[config.mk]
export PLATFORM = sky130hd
export DESIGN_NAME = mcpu_ctrl
export DESIGN_NICKNAME = d
export VERILOG_FILES = /design/src/rtl/mcpu_ctrl.sv
export SDC_FILE = /design/constraint.sdc
export NUM_CORES = 1
export LEC_CHECK = 0
export CAP_MARGIN = 15
export CORE_ASPECT_RATIO = 0.9
export CORE_UTILIZATION = 36
export DETAILED_ROUTE_END_ITERATION = 6
export GPL_ROUTABILITY_DRIVEN = 0
export PLACE_DENSITY = 0.8
export SLEW_MARGIN = 20
export SYNTH_ARGS = -nofsm -noshare
export SYNTH_HDL_FRONTEND = slang
export SYNTH_SLANG_ARGS = --single-unit
[constraint.sdc]
create_clock -name clk -period 1.85 [get_ports clk]
set_clock_uncertainty 0.05 [all_clocks]
set_input_delay 0.2775 -clock clk [delete_from_list [all_inputs] [get_ports clk]]
set_output_delay 0.2775 -clock clk [all_outputs]
set_load 0.02 [all_outputs]
[src/rtl/mcpu_ctrl.sv]
// Multi-cycle RV32I control FSM: FETCH/DECODE/EXEC/MEM/WB sequencing with memory stalls and branch resolution.
// Optional build macro MCPU_CTRL_TRAP_EN sends unknown opcodes to a sticky TRAP state.
module mcpu_ctrl #(
   parameter int ALUC_W      = 4,
   parameter int MEM_TIMEOUT = 0,
   parameter int TO_W        = 8
) (
   input  logic              clk,
   input  logic              rst_n,
   input  logic [4:0]        OPcode,
   input  logic [2:0]        Fun3,
   input  logic              Fun7,
   input  logic              MIO_ready,
   input  logic              alu_zero,
   input  logic              alu_lt,
   output logic              mem_req,
   output logic              IorD,
   output logic              MemRW,
   output logic              IRWrite,
   output logic              PCWrite,
   output logic [1:0]        PCSource,
   output logic              RegWrite,
   output logic [1:0]        MemtoReg,
   output logic [1:0]        ALUSrcA,
   output logic [1:0]        ALUSrcB,
   output logic [2:0]        ImmSel,
   output logic [ALUC_W-1:0] ALU_Control,
   output logic [2:0]        state_o,
   output logic              bus_err,
   output logic              illegal
);

   typedef enum logic [2:0] {
      S_FETCH = 3'd0, S_DECODE = 3'd1, S_EXEC = 3'd2, S_MEM = 3'd3, S_WB = 3'd4, S_TRAP = 3'd5
   } state_t;

   localparam logic [4:0] OP_R = 5'b01100, OP_I = 5'b00100, OP_LOAD = 5'b00000, OP_STORE = 5'b01000;
   localparam logic [4:0] OP_BR = 5'b11000, OP_JAL = 5'b11011, OP_JALR = 5'b11001, OP_LUI = 5'b01101;
   localparam logic [3:0] ALU_ADD = 4'b0010, ALU_SUB = 4'b0110, ALU_SLT = 4'b0111, ALU_SLTU = 4'b1111;
   localparam logic [2:0] IMM_I = 3'd0, IMM_S = 3'd1, IMM_B = 3'd2, IMM_J = 3'd3, IMM_U = 3'd4;
   localparam logic TIMEOUT_EN = (MEM_TIMEOUT != 0);

   state_t          state, state_next;
   logic [TO_W-1:0] cnt;
   logic            bus_err_q, waiting, to_hit, taken;
   logic [3:0]      alu;

   function automatic logic [3:0] alu_op(input logic [2:0] f3, input logic f7);
      case (f3)
         3'b000:  alu_op = f7 ? ALU_SUB : ALU_ADD;
         3'b001:  alu_op = 4'b1000;
         3'b010:  alu_op = ALU_SLT;
         3'b011:  alu_op = ALU_SLTU;
         3'b100:  alu_op = 4'b0011;
         3'b101:  alu_op = f7 ? 4'b1101 : 4'b0101;
         3'b110:  alu_op = 4'b0001;
         default: alu_op = 4'b0000;
      endcase
   endfunction

   always_ff @(posedge clk) begin
      if (!rst_n) begin
         state     <= S_FETCH;
         cnt       <= '0;
         bus_err_q <= 1'b0;
      end else begin
         state <= state_next;
         if (TIMEOUT_EN && waiting && !to_hit) cnt <= cnt + TO_W'(1);
         else                                   cnt <= '0;
         if (to_hit) bus_err_q <= 1'b1;
      end
   end

   // Memory handshake: mem_req stays high in FETCH/MEM until MIO_ready is seen in the same
   // cycle; that cycle completes the access. MIO_ready in any other state is ignored.
   always_comb begin
      state_next = state;
      mem_req = 1'b0;  IorD = 1'b0;  MemRW = 1'b0;  IRWrite = 1'b0;  PCWrite = 1'b0;
      PCSource = 2'd0;  RegWrite = 1'b0;  MemtoReg = 2'd0;  ALUSrcA = 2'd0;  ALUSrcB = 2'd0;
      ImmSel = IMM_I;  alu = ALU_ADD;  illegal = 1'b0;  waiting = 1'b0;  to_hit = 1'b0;  taken = 1'b0;
      if (rst_n) begin
         case (state)
            S_FETCH: begin
               mem_req = 1'b1;
               ALUSrcA = 2'd2;
               ALUSrcB = 2'd2;
               if (MIO_ready) begin
                  IRWrite    = 1'b1;
                  PCWrite    = 1'b1;
                  state_next = S_DECODE;
               end else begin
                  waiting = 1'b1;
                  to_hit  = TIMEOUT_EN && (cnt == TO_W'(MEM_TIMEOUT - 1));
               end
            end
            S_DECODE: begin
               ALUSrcB = 2'd1;
               ImmSel  = (OPcode == OP_JAL) ? IMM_J : IMM_B;
               state_next = S_EXEC;
`ifdef MCPU_CTRL_TRAP_EN
               if (!(OPcode inside {OP_R, OP_I, OP_LOAD, OP_STORE, OP_BR, OP_JAL, OP_JALR, OP_LUI}))
                  state_next = S_TRAP;
`endif
            end
            S_EXEC: begin
               state_next = S_FETCH;
               case (OPcode)
                  OP_R: begin
                     ALUSrcA = 2'd1;
                     alu     = alu_op(Fun3, Fun7);
                     state_next = S_WB;
                  end
                  OP_LOAD, OP_STORE: begin
                     ALUSrcA = 2'd1;
                     ALUSrcB = 2'd1;
                     ImmSel  = (OPcode == OP_STORE) ? IMM_S : IMM_I;
                     state_next = S_MEM;
                  end
                  OP_BR: begin
                     ALUSrcA = 2'd1;
                     alu = !Fun3[2] ? ALU_SUB : (Fun3[1] ? ALU_SLTU : ALU_SLT);
                     case (Fun3)
                        3'b000:         taken = alu_zero;
                        3'b001:         taken = !alu_zero;
                        3'b100, 3'b110: taken = alu_lt;
                        3'b101, 3'b111: taken = !alu_lt;
                        default:        taken = 1'b0;
                     endcase
                     PCWrite  = taken;
                     PCSource = taken ? 2'd1 : 2'd0;
                  end
                  OP_JAL: begin
                     RegWrite = 1'b1;
                     MemtoReg = 2'd2;
                     PCWrite  = 1'b1;
                     PCSource = 2'd1;
                  end
                  OP_JALR: begin
                     ALUSrcA  = 2'd1;
                     ALUSrcB  = 2'd1;
                     RegWrite = 1'b1;
                     MemtoReg = 2'd2;
                     PCWrite  = 1'b1;
                     PCSource = 2'd2;
                  end
                  OP_LUI: begin
                     RegWrite = 1'b1;
                     MemtoReg = 2'd3;
                     ImmSel   = IMM_U;
                  end
                  default: begin
                     // Unknown opcodes fall through here as plain addi.
                     ALUSrcA = 2'd1;
                     ALUSrcB = 2'd1;
                     if (OPcode == OP_I) alu = alu_op(Fun3, (Fun3 == 3'b101) && Fun7);
                     state_next = S_WB;
                  end
               endcase
            end
            S_MEM: begin
               mem_req = 1'b1;
               IorD    = 1'b1;
               MemRW   = (OPcode == OP_STORE);
               if (MIO_ready) begin
                  state_next = (OPcode == OP_STORE) ? S_FETCH : S_WB;
               end else begin
                  waiting = 1'b1;
                  to_hit  = TIMEOUT_EN && (cnt == TO_W'(MEM_TIMEOUT - 1));
                  if (to_hit) state_next = S_FETCH;
               end
            end
            S_WB: begin
               RegWrite   = 1'b1;
               MemtoReg   = (OPcode == OP_LOAD) ? 2'd1 : 2'd0;
               state_next = S_FETCH;
            end
`ifdef MCPU_CTRL_TRAP_EN
            S_TRAP: begin
               illegal    = 1'b1;
               state_next = S_TRAP;
            end
`endif
            default: state_next = S_FETCH;
         endcase
      end
   end

   assign ALU_Control = ALUC_W'(alu);
   assign state_o     = rst_n ? state : S_FETCH;
   assign bus_err     = bus_err_q & rst_n;

endmodule

### Word level (Yosys, flattened, before mapping)

Cells that the tools add are included.

* eq/ne operators: 20
* muxes and demuxes: 56
* reductions and logical operators: 17

Operators with widths (count)
* case mux 4 bit (7 select lines): 2
* two-way mux 4 bit: 7
* two-way mux 1 bit: 21
* two-way mux 3 bit: 7
* case mux 3 bit (2 select lines): 3
* == test 3 bit, second input constant: 5
* == test 5 x 4 -> 1 bit, second input constant: 3
* == test 5 bit, second input constant: 3
* == test 3 x 2 -> 1 bit, second input constant: 4
* case mux 2 bit (2 select lines): 3
* case mux 2 bit (3 select lines): 2
* case mux 3 bit (4 select lines): 1
* case mux 4 bit (3 select lines): 1
* OR reduction 2 bit: 6
* two-way mux 2 bit: 5
* OR reduction 4 bit: 2
* == test 3 x 1 -> 1 bit, second input constant: 2
* zero test 3 bit: 2
* case mux 1 bit (2 select lines): 3
* == test 5 x 3 -> 1 bit, second input constant: 1
* zero test 5 bit: 1
* OR reduction 5 bit: 1
* != test 2 bit, second input constant: 2
* case mux 1 bit (4 select lines): 1
* other kinds (4): 5

* register bits after elaboration: 3
* input port bits: 14
* output and inout bits: 26
* word-level logic and storage cells: 94

### Longest topological paths before layout

* depth after elaboration: 10
* gate-level depth with buffers: 5
* depth with buffers taken out: 4

### Worst setup path before layout

No wires, ideal clock.

* path type: reg2out
* start: reg state[1]
* end: out PCWrite
* arrival time: 1673 ps
* required time: 1522 ps
* slack: -150 ps
* cell stages (with the launch flop): 6
* path buffers: 1
* cell sequence: dfxtp_1 buf_2 nand2b_1 nor3_1 and2_1 a41o_1

* word-level cells in the longest chain between the ends: 3
* elaborated cells between the ends (all ways): 4
* those cells by class: eq/ne (1); mux (2); reduce/logical (1)

RTL lines
* from (decl): line 43 `state_t state, state_next;`
* from (signal assigned): line 67 `state <= state_next;`
* == test 3 x 2 -> 1 bit / zero test 3 bit (equally long branches): line 82 `case (state)`
* case mux 1 bit (2 select lines) *: line 82
* two-way mux 1 bit *: line 81 `if (rst_n) begin`
* to (decl): line 20 `output logic PCWrite,`

Every way passes the cells marked *; elsewhere a longest branch is shown, timed or not.

### Final worst setup path

* start: in Fun3[1]
* end: out PCSource[0]

* word-level cells in the longest chain between the ends: 10
* elaborated cells between the ends (all ways): 16
* those cells by class: eq/ne (5); mux (8); reduce/logical (3)

RTL lines
* from (decl): line 11 `input logic [2:0] Fun3,`
* == test 3 bit: line 122 `case (Fun3)`
* OR reduction 2 bit: line 122
* case mux 1 bit (4 select lines) *: line 122
* two-way mux 1 bit *: line 107 `case (OPcode)`
* two-way mux 1 bit *: line 82
* two-way mux 1 bit *: line 81
* two-way mux 1 bit *: line 130 `PCSource = taken ? 2'd1 : 2'd0;`
* case mux 2 bit (3 select lines) *: line 107
* two-way mux 2 bit *: line 82
* two-way mux 2 bit *: line 81
* to (decl): line 21 `output logic [1:0] PCSource,`

Every way passes the cells marked *; elsewhere a longest branch is shown, timed or not. The select of a mux whose other input is x is not followed.

==> flow_summary.ini <==
[floorplan]
rows = 13
core_sq_um = 1530
chipWidth_um = 45.8
floorplan.initialDensity_pct = 40.6
die_y_um = 41.4
die_area_sq_um = 1890
ios = 40

[timing]
finalHoldViolCount = 0
timing.final.max_slew_violations = 0
setup_viol = 3
min_period_ps = 1920
rsz0062_at_grt = yes
setup_ws_ps = -73.0
clock.fmax_mhz = 520
min_period_over_period_pct = 104

[outcome]
failed_checks = negative setup slack
status = finished, violations left

[routing]
drt-total-wl_mm = 2.80
wl_per_cell_um = 15.1
drc = 0
first_pass_iters = 4
ant_nets = 0
vias_per_cell = 5.63
drt_iter0_drc = 45
num_vias = 1042

[global_routing]
grt_max_degree = 13
grt_pass1_wl_mm = 3.99
antenna_found_initial = 0
grt-ovfl-total = 0
grt_pass1_vias = 908
grt_use_total_pct = 30.0

[min_path]
hp-class = in2reg
hp-start = OPcode[2]
whs_endpoint = state[1]
hold_path_depth = 5

[final_layout]
final_area_sq_um = 1260
largest_reg_flops = 3
drive_gt1_share_pct = 47.2
largest-register = state
diodes = 0
fin_nets = 178
utilization_pct = 82.5
final_cell_mix = 31 x buf_4, 9 x nand2_1, 9 x nand3_1
area_delta_synth_final_pct = 103
reg.largest.list = state x3
layout_commonest_cell = buf_4

[cts]
clk_pin_slew_ps = 40
htreeDepth = 1
ctsHoldBuffers = 0
cts_num_sinks = 3
numCtsBuffers = 3
clock_latency_ps = 250
post-cts-setup-buffers = 0
clockBufferDepth = 2
cts_root_buf = clkbuf_4
cts_tree = built

[synthesis]
seq_area_frac_synth_pct = 9.68
syn-cell-area_sq_um = 621
synth_edf_count = 0
synth_flop_cell = dfxtp_1
async_flop_share_pct = 0
avgSynthCellArea_sq_um = 6.14
ys_types = 38
synth-seq-cells = 3
syn_inst = 101
yosysWarnings = 0

[setup_path]
critPathBufInv = 2
ff2ff_setup_slack_ps = 550
worst-path-max-fanout = 3
startpoint_type = input port
crit_path_end_kind = output pin
crit_family = compound AO/OA/AOI/OAI gates
cp_slowest_stage_delay_ps = 520
r2r_cells = 5
cp.required_ps = 1520
critical_path_arrival_ps = 1600
worstPathCellList = clkbuf_2, o311a_1, or4_4, a21oi_2, buf_6
crit_type = in2out
reg2reg_from = state[1]
rr_endpoint = state[2]
slowest_stage = or4_4

[pwr]
powerDensity_nw_per_um2 = 365
pwr-share-seq_pct = 16.1
p_leak_uw = 0.000608
intPower_uw = 273
switchingPower_uw = 187
peakVddDrop_mv = 0.305
pwr-share-comb_pct = 56.7
pwr-share-clk_pct = 27.2
p_sw_share_pct = 40.6

[flow_run]
cap_violations = 0

[place]
placed_cell_area_sq_um = 1210
dpl.hpwl_mm = 2.08
numPortBuffers = 37
cell usage after synthesis (2+ instances only):
cell type | n | area (sq um)
nand2_1 | 10 | 37.5
nand3_1 | 9 | 45.0
nor2_1 | 9 | 33.8
nor3_1 | 8 | 40.0
a21oi_1 | 6 | 30.0
inv_1 | 5 | 18.8
nand2b_1 | 5 | 31.3
and2_1 | 4 | 25.0
clkbuf_1 | 4 | 15.0
buf_2 | 3 | 15.0
dfxtp_1 | 3 | 60.1
nand3b_1 | 3 | 22.5
o21ai_0 | 3 | 15.0
a31oi_1 | 2 | 12.5
buf_4 | 2 | 15.0
nor4_1 | 2 | 12.5
xor2_1 | 2 | 17.5
per-layer routing:
metal | track usage [%] | up-vias | part of all wire (%)
li1 | - | 484 | -
met1 | 34.5 | 476 | 40
met2 | 58.2 | 70 | 50
met3 | 1.29 | 12 | 6.3
met4 | 14.0 | 0 | 3.2
met5 | 0 | - | 0
cells by family after synthesis:
family,count (synthesis),share of synthesized area [%]
AOI/OAI and AO/OA,20,21.4
buffers and inverters,15,12.1
xor gates and xnor gates,2,2.82
DFF,3,9.68
other,1,0.604
muxes,1,1.61
and+or+nand+nor,59,51.8
worst register-to-register path, cell delays in order, from the launching register on:
cell and delay (ps):
dfxtp_1 340, buf_4 140, buf_4 130, nor3b_1 280, nand3_1 130, a21oi_1 160
cell type report:
type / count / area [sq um]
Clock buffer: 4 / 26.3
Fill cell: 119 / 268
Inverter: 5 / 18.8
Timing Repair Buffer: 67 / 528
Multi-Input combinational cell: 84 / 601
Tap cell: 22 / 27.5
Sequential cell: 3 / 60.1
power by group through the flow:
stage / combinational, uW / sequential, uW / clock, uW
finish: 261 / 74.1 / 125
global route: 277 / 73.7 / 127
CTS: 250 / 72.6 / 122
detailed placement: 246 / 73.7 / 0
global placement: 237 / 73.3 / 0
floorplan: 117 / 72.7 / 0
stage by stage:
stage,instances,total power [uW],worst slack (ps),setup TNS (ps),hold WS (ps)
2_1_floorplan,102,190,-3.42,-4.92,406
3_3_place_gp,181,310,-924,-10910,572
3_5_place_dp,181,320,-1020,-11950,605
4_1_cts,185,446,-181,-196,587
5_1_grt,185,477,-101,-235,488
6_report,185,460,-73.0,-98.7,443
worst max-delay path by stage:
stage / startpoint / end / slack, ps / depth (start not counted)
detailed placement: Fun3[2] / PCSource[0] / -1020 / 7
global route: state[1] / MemtoReg[0] / -100 / 6
finish: Fun3[1] / PCSource[0] / -70 / 5
global placement: Fun3[2] / PCSource[0] / -920 / 5
CTS: Fun3[2] / PCSource[0] / -180 / 5
floorplan: state[0] / PCSource[1] / -3 / 4
repair_timing:
| item | 4_1_cts | 5_1_grt |
|---|---|---|
| hold endpoints to repair | 0 | 0 |
| pin swaps | 10 | 8 |
| setup endpoints to repair | 24 | 18 |
| gates resized for setup | 104 | 39 |
No activity file was read; power rests on OpenSTA's default activity.
==> RTL change 1 (same flow settings) <==
Put a register stage on the output `bus_err`, with the module's reset. The value now appears one clock later. The other outputs are not delayed to match.
--- a/src/rtl/mcpu_ctrl.sv
+++ b/src/rtl/mcpu_ctrl.sv
@@ -188,5 +188,11 @@
    assign ALU_Control = ALUC_W'(alu);
    assign state_o     = rst_n ? state : S_FETCH;
-   assign bus_err     = bus_err_q & rst_n;
+   always_ff @(posedge clk) begin
+      if (!rst_n) begin
+         bus_err <= '0;
+      end else begin
+         bus_err <= bus_err_q & rst_n;
+      end
+   end
 
 endmodule
Function: same outputs for any inputs over 10 cycles, from zero or initial values and one cycle with rst_n low; that may be too few to reach the edited logic, so the function may still have changed.
==> RTL change 1 against the original RTL <==
  * The flow still finishes with violations (negative setup slack)
  * Count of clock-buffer cells in the layout unchanged
  * Worst setup slack better by 0.057 ns
  * Fmax up 3.1%
  * Wire length up 14%
  * Critical path type unchanged
  * Global-route usage up 1.2 points
  * Area after synthesis up 6.7%
  * Sequential cell count unchanged
  * First-iteration DRC count down 44%
  * Highest routed layer unchanged
  * Synthesized cell count down 2.0%
  * Combinational power up 3%
  * Power up 2.5%
  * Design area up 6.0%
==> RTL change 1: results (changes against the original RTL) <==
The worst-case vdd ir drop came out at 0.405 mV (was 0.305 mV). The start point of the critical path is OPcode[2] (was Fun3[1]). The cell at the root of the clock tree is sky130_fd_sc_hd__clkbuf_4 (unchanged). The cell with the biggest individual delay on the critical path was sky130_fd_sc_hd__and2b_4 (was sky130_fd_sc_hd__or4_4).

The sequential-to-total area share from yosys stat came out at 0.0907 (was 0.0968). The maximum clock path buffer count came out at 2 (unchanged). The via-per-instance ratio is 5.51 (was 5.63).

The cell count after placement is 184 (was 181). The final worst slack came out at -0.0157 ns (was -0.0730 ns). The category of cells accounting for the largest share of critical-path delay is simple AND/OR/NAND/NOR gates (was compound AO/OA/AOI/OAI gates). The most common cell in the netlist is sky130_fd_sc_hd__nor2_1 (was sky130_fd_sc_hd__nand2_1). The fraction of layout cells with a size suffix above 1 was 0.524 (was 0.472). The final wirelength came out at 3.18 mm (was 2.80 mm). The hold path startpoint is OPcode[0] (was OPcode[2]). The net count reported at finish is 185 (was 178). The detailed-route wire length per cell came out at 16.4 um (was 15.1 um). The count of endpoints failing setup in the final report came out at 1 (was 3).

The initial detailed-routing violation count is 25 (was 45). The via count of the first global-routing pass came to 945 (was 908). The delay of the slowest cell on the worst path came out at 0.29 ns (was 0.52 ns). The start of the worst register-to-register path is state[2]$_SDFFE_PN0P_ (was state[1]$_SDFFE_PN0P_). The share of Yosys cell area claimed by the top area cell type is 0.0907 (was 0.0968).

The HPWL after detailed placement came to 1.91 mm (was 2.08 mm). The capture instance of the worst register-to-register path is state[0]$_SDFFE_PN0P_ (was state[2]$_SDFFE_PN0P_). The arrival time reported for the critical path endpoint came out at 1.54 ns (was 1.60 ns). The number of cell instances on the worst register-to-register path is 6 (was 5). The static leakage power is 0.651 nW (was 0.608 nW). The synthesized area per cell was 6.69 um^2 (was 6.14 um^2). The layout filler cell count is 116 (was 119). The total routing usage reported by global routing is 0.312 (was 0.300).

The hold buffer count at CTS is 0 (unchanged). Failing checks: negative setup slack (unchanged). Status: finished, violations left (unchanged).

The antenna diode count came to 0 (unchanged). The largest net degree at the start of global routing is 11 (was 13). The number of distinct library cells after synthesis came out at 44 (was 38). The first-pass GRT wire length came to 4.27 mm (was 3.99 mm). Top cells by count, synth: sky130_fd_sc_hd__nor2_1, sky130_fd_sc_hd__a21oi_1, sky130_fd_sc_hd__nand2_1, sky130_fd_sc_hd__nor3_1 (was sky130_fd_sc_hd__nand2_1, sky130_fd_sc_hd__nand3_1, sky130_fd_sc_hd__nor2_1, sky130_fd_sc_hd__nor3_1, sky130_fd_sc_hd__a21oi_1). Dominant cells by area after synthesis: sky130_fd_sc_hd__dfxtp_1, sky130_fd_sc_hd__nor2_1, sky130_fd_sc_hd__a21oi_1, sky130_fd_sc_hd__nor3_1, sky130_fd_sc_hd__nand2_1 (was sky130_fd_sc_hd__dfxtp_1, sky130_fd_sc_hd__nand3_1, sky130_fd_sc_hd__nor3_1, sky130_fd_sc_hd__nand2_1, sky130_fd_sc_hd__nor2_1).
-- RTL change 1: how the worst max path moves through the flow --
stage,endpoint,slack [ns],cells after the start
after CTS,ALU_Control[2],-0.03,7
after global placement,ALU_Control[0],-0.73,8
final,ALU_Control[0],-0.02,9
after global routing,ALU_Control[2],-0.1,7
after floorplan,MemtoReg[0],-0.04,6
after detailed placement,ALU_Control[2],-0.80,6
-- RTL change 1: kinds of logic (layout without fill, tap and decap cells) --
| kind of cell | count (synthesis) | in the layout | synth area share |
|---|---|---|---|
| buffers and inverters | 12 | 82 | 0.113 |
| XOR/XNOR | 1 | 1 | 0.0132 |
| AND/OR/NAND/NOR | 52 | 52 | 0.465 |
| other | 1 | 2 | 0.00567 |
| AO/OA/AOI/OAI | 28 | 28 | 0.282 |
| multiplexers | 2 | 2 | 0.0302 |
| flip-flops | 3 | 3 | 0.0907 |
-- RTL change 1: repair_timing --
action                     4_1_cts  5_1_grt
gates resized for setup        103       34
buffers inserted                 3        3
setup endpoints to repair       24       17
pin swaps                        9        9
-- RTL change 1: stage by stage --
step	hold slack (ns)	instance area (um^2)	TNS [ns]	setup WS, ns	power (mW)
final	0.571	1340	-0.0157	-0.0157	0.471
after floorplan	0.346	673	-0.0434	-0.0434	0.194
after detailed placement	0.572	1250	-12.61	-0.802	0.319
after CTS	0.533	1300	-0.0326	-0.0326	0.440
after global routing	0.615	1340	-0.167	-0.0958	0.494
after global placement	0.564	1250	-11.78	-0.733	0.311
-- RTL change 1: layout make-up --
cell class | instances | area share
multi-input cells | 85 | 0.468
repair buffers | 75 | 0.434
flip-flops and latches | 3 | 0.0478
well taps | 24 | 0.0225
clock buffers | 4 | 0.0197
inverters | 3 | 0.00843
-- RTL change 1: worst min-delay path: cells and delay by family --
kind	cells	cell delay (ns)
AO/OA/AOI/OAI	2	0.19
buffers and inverters	2	0.29
AND/OR/NAND/NOR	1	0.08
-- RTL change 1: layer usage --
layer | track usage | wire (um) | vias to the layer above
met2 | 0.500 | 1590 | 52
li1 | - | - | 501
met3 | 0.0468 | 175 | 10
met1 | 0.363 | 1290 | 505
met5 | 0 | 0 | -
met4 | 0.223 | 127 | 0
-- RTL change 1: where the power goes --
group          switching [mW]  internal (mW)
sequential            0.00541         0.0697
combinational           0.143          0.126
clock                  0.0461         0.0816
==> RTL change 2 (same settings) <==
Without the edit above. Add a define of `MCPU_CTRL_TRAP_EN`.
--- a/src/rtl/mcpu_ctrl.sv
+++ b/src/rtl/mcpu_ctrl.sv
@@ -1,4 +1,6 @@
 // Multi-cycle RV32I control FSM: FETCH/DECODE/EXEC/MEM/WB sequencing with memory stalls and branch resolution.
 // Optional build macro MCPU_CTRL_TRAP_EN sends unknown opcodes to a sticky TRAP state.
+`define MCPU_CTRL_TRAP_EN
+
 module mcpu_ctrl #(
    parameter int ALUC_W      = 4,
Check against the original RTL: not equivalent (Yosys sat finds a counterexample within 4 cycles, from zero or initial values and one cycle with rst_n low).
==> RTL change 2 against the original RTL <==
  * Power grew 52%
  * Sequential cell count unchanged
  * Area after synthesis increased by 33%
  * First-iteration DRC count rose by 11%
  * Global-route usage is 1.9 points lower
  * Synthesized cell count rose by 17%
  * Die area is 32% higher
  * Sequential power grew 11%
  * Wire length grew 39%
  * Worst setup slack improved by 0.098 ns
  * Combinational power is 91% higher
  * Design area rose by 32%
  * Largest cell class unchanged
==> RTL change 2: results (changes against the original RTL) <==
The hold path startpoint is rst_n (was OPcode[2]). Top cells by count, synth: sky130_fd_sc_hd__nand2_1, sky130_fd_sc_hd__nand3_1, sky130_fd_sc_hd__nor2_1, sky130_fd_sc_hd__a21oi_1 (was sky130_fd_sc_hd__nand2_1, sky130_fd_sc_hd__nand3_1, sky130_fd_sc_hd__nor2_1, sky130_fd_sc_hd__nor3_1, sky130_fd_sc_hd__a21oi_1). The number of distinct library cells after synthesis came out at 47 (was 38). The via count of the first global-routing pass is 1128 (was 908). The arrival time reported for the critical path endpoint is 1.50 ns (was 1.60 ns). The capture instance of the worst register-to-register path is state[0]$_SDFFE_PN0P_ (was state[2]$_SDFFE_PN0P_). The sequential-to-total area share from yosys stat is 0.0726 (was 0.0968).

The worst-case vdd ir drop came out at 0.426 mV (was 0.305 mV). The static leakage power is 0.795 nW (was 0.608 nW). The synthesized area per cell is 7.01 um^2 (was 6.14 um^2).

The worst slack at placement is -0.848 ns (was -1.02 ns). The later-pin clock latency in the skew report is 0.23 ns (was 0.25 ns). The delay of the slowest cell on the worst path came to 0.32 ns (was 0.52 ns). The slack of the worst reg-to-reg path is 0.32 ns (was 0.55 ns).

The peak fanout along the critical path came out at 9 (was 3). The HPWL after detailed placement is 2.53 mm (was 2.08 mm). The most instantiated flip-flop cell in the synthesis netlist is sky130_fd_sc_hd__dfxtp_1 (unchanged).

The net count reported at finish came out at 212 (was 178). The final wirelength came out at 3.89 mm (was 2.80 mm). The fraction of layout cells with a size suffix above 1 is 0.569 (was 0.472).

The category of cells accounting for the largest share of critical-path delay is buffers and inverters (was compound AO/OA/AOI/OAI gates). The worst hold path depth is 3 (was 5). The detailed-route wire length per cell is 17.4 um (was 15.1 um). The first-pass GRT wire length is 5.15 mm (was 3.99 mm). The start of the worst register-to-register path was state[0]$_SDFFE_PN0P_ (was state[1]$_SDFFE_PN0P_). The number of buffers inserted by port buffering came to 38 (was 37). The largest net degree at the start of global routing is 11 (was 13). The parity-gate share of the synthesized area counting xor and xnor cells came out at 0 (was 0.0282). The compound-cell area share of the yosys netlist is 0.328 (was 0.214).

The portion of netlist area occupied by mux cells came out at 0.0136 (was 0.0161). The initial detailed-routing violation count came out at 50 (was 45). Status: finished, final reports clean (was finished, violations left).

Dominant cells by area after synthesis: sky130_fd_sc_hd__dfxtp_1, sky130_fd_sc_hd__nand3_1, sky130_fd_sc_hd__nand2_1, sky130_fd_sc_hd__nand2b_1, sky130_fd_sc_hd__a21oi_1 (was sky130_fd_sc_hd__dfxtp_1, sky130_fd_sc_hd__nand3_1, sky130_fd_sc_hd__nor3_1, sky130_fd_sc_hd__nand2_1, sky130_fd_sc_hd__nor2_1). The destination of the worst hold path is state[0]$_SDFFE_PN0P_ (was state[1]$_SDFFE_PN0P_). The final-layout worst hold slack came to 0.602 ns (was 0.443 ns).

The cell with the biggest individual delay on the critical path is sky130_fd_sc_hd__dfxtp_1 (was sky130_fd_sc_hd__or4_4). The via count was 1295 (was 1042).
[RTL change 2: layout make-up]
class / instances / area (um^2)
inverter: 7 / 26.3
sequential: 3 / 62.6
timing repair buffer: 87 / 708
tap: 27 / 33.8
multi-input combinational: 96 / 810
clock buffer: 4 / 26.3
fill: 153 / 515
[RTL change 2: worst max-delay path by stage]
| stage | startpoint | endpoint | slack [ns] | depth (start not counted) |
|---|---|---|---|---|
| 3_5_place_dp | OPcode[1] | ALU_Control[2] | -0.85 | 7 |
| 4_1_cts | state[1]$_SDFFE_PN0P_ | ALUSrcB[0] | -0.01 | 5 |
| 6_report | state[2]$_SDFFE_PN0P_ | ALUSrcA[1] | 0.02 | 5 |
| 3_3_place_gp | OPcode[1] | ALU_Control[2] | -0.81 | 7 |
| 5_1_grt | state[2]$_SDFFE_PN0P_ | ALUSrcA[1] | -0.03 | 5 |
| 2_1_floorplan | state[1]$_SDFFE_PN0P_ | ALUSrcB[0] | -0.003 | 6 |
[RTL change 2: worst register-to-register path, stage by stage (launching register included)]
cell,delay [ns]
sky130_fd_sc_hd__dfxtp_2,0.32
sky130_fd_sc_hd__buf_6,0.14
sky130_fd_sc_hd__nor2b_4,0.13
sky130_fd_sc_hd__buf_4,0.13
sky130_fd_sc_hd__a221oi_1,0.34
sky130_fd_sc_hd__o31a_1,0.22
sky130_fd_sc_hd__a21boi_1,0.08
[RTL change 2: layer usage]
| metal | up-vias | track usage | part of all wire |
|---|---|---|---|
| li1 | 590 | - | - |
| met1 | 613 | 0.340 | 0.40 |
| met2 | 75 | 0.524 | 0.50 |
| met3 | 17 | 0.0381 | 0.079 |
| met4 | 0 | 0.0789 | 0.025 |
| met5 | - | 0 | 0 |
[RTL change 2: where the power goes]
part	internal, mW	switching (mW)	leakage [nW]	total [mW]
clock	0.0810	0.0362	0.0150	0.117
combinational	0.241	0.257	0.754	0.498
sequential	0.0748	0.00722	0.0254	0.0820
[RTL change 2: cells by family after synthesis]
group | Yosys count
and+or+nand+nor | 60
other | 1
DFF | 3
AOI/OAI and AO/OA | 34
buffers and inverters | 19
muxes | 1
[RTL change 2: repair_timing]
action,in CTS,in global routing
setup buffers,2,5
cloned,0,1
pin swaps,20,14
setup endpoints to repair,27,21
hold buffers,0,0
resized for setup,142,27
[RTL change 2: stage by stage]
stage	instance area (um^2)	utilization
2_1_floorplan	832	-
3_3_place_gp	1480	0.676
3_5_place_dp	1480	0.676
4_1_cts	1550	0.710
5_1_grt	1670	0.764
6_report	1670	0.764
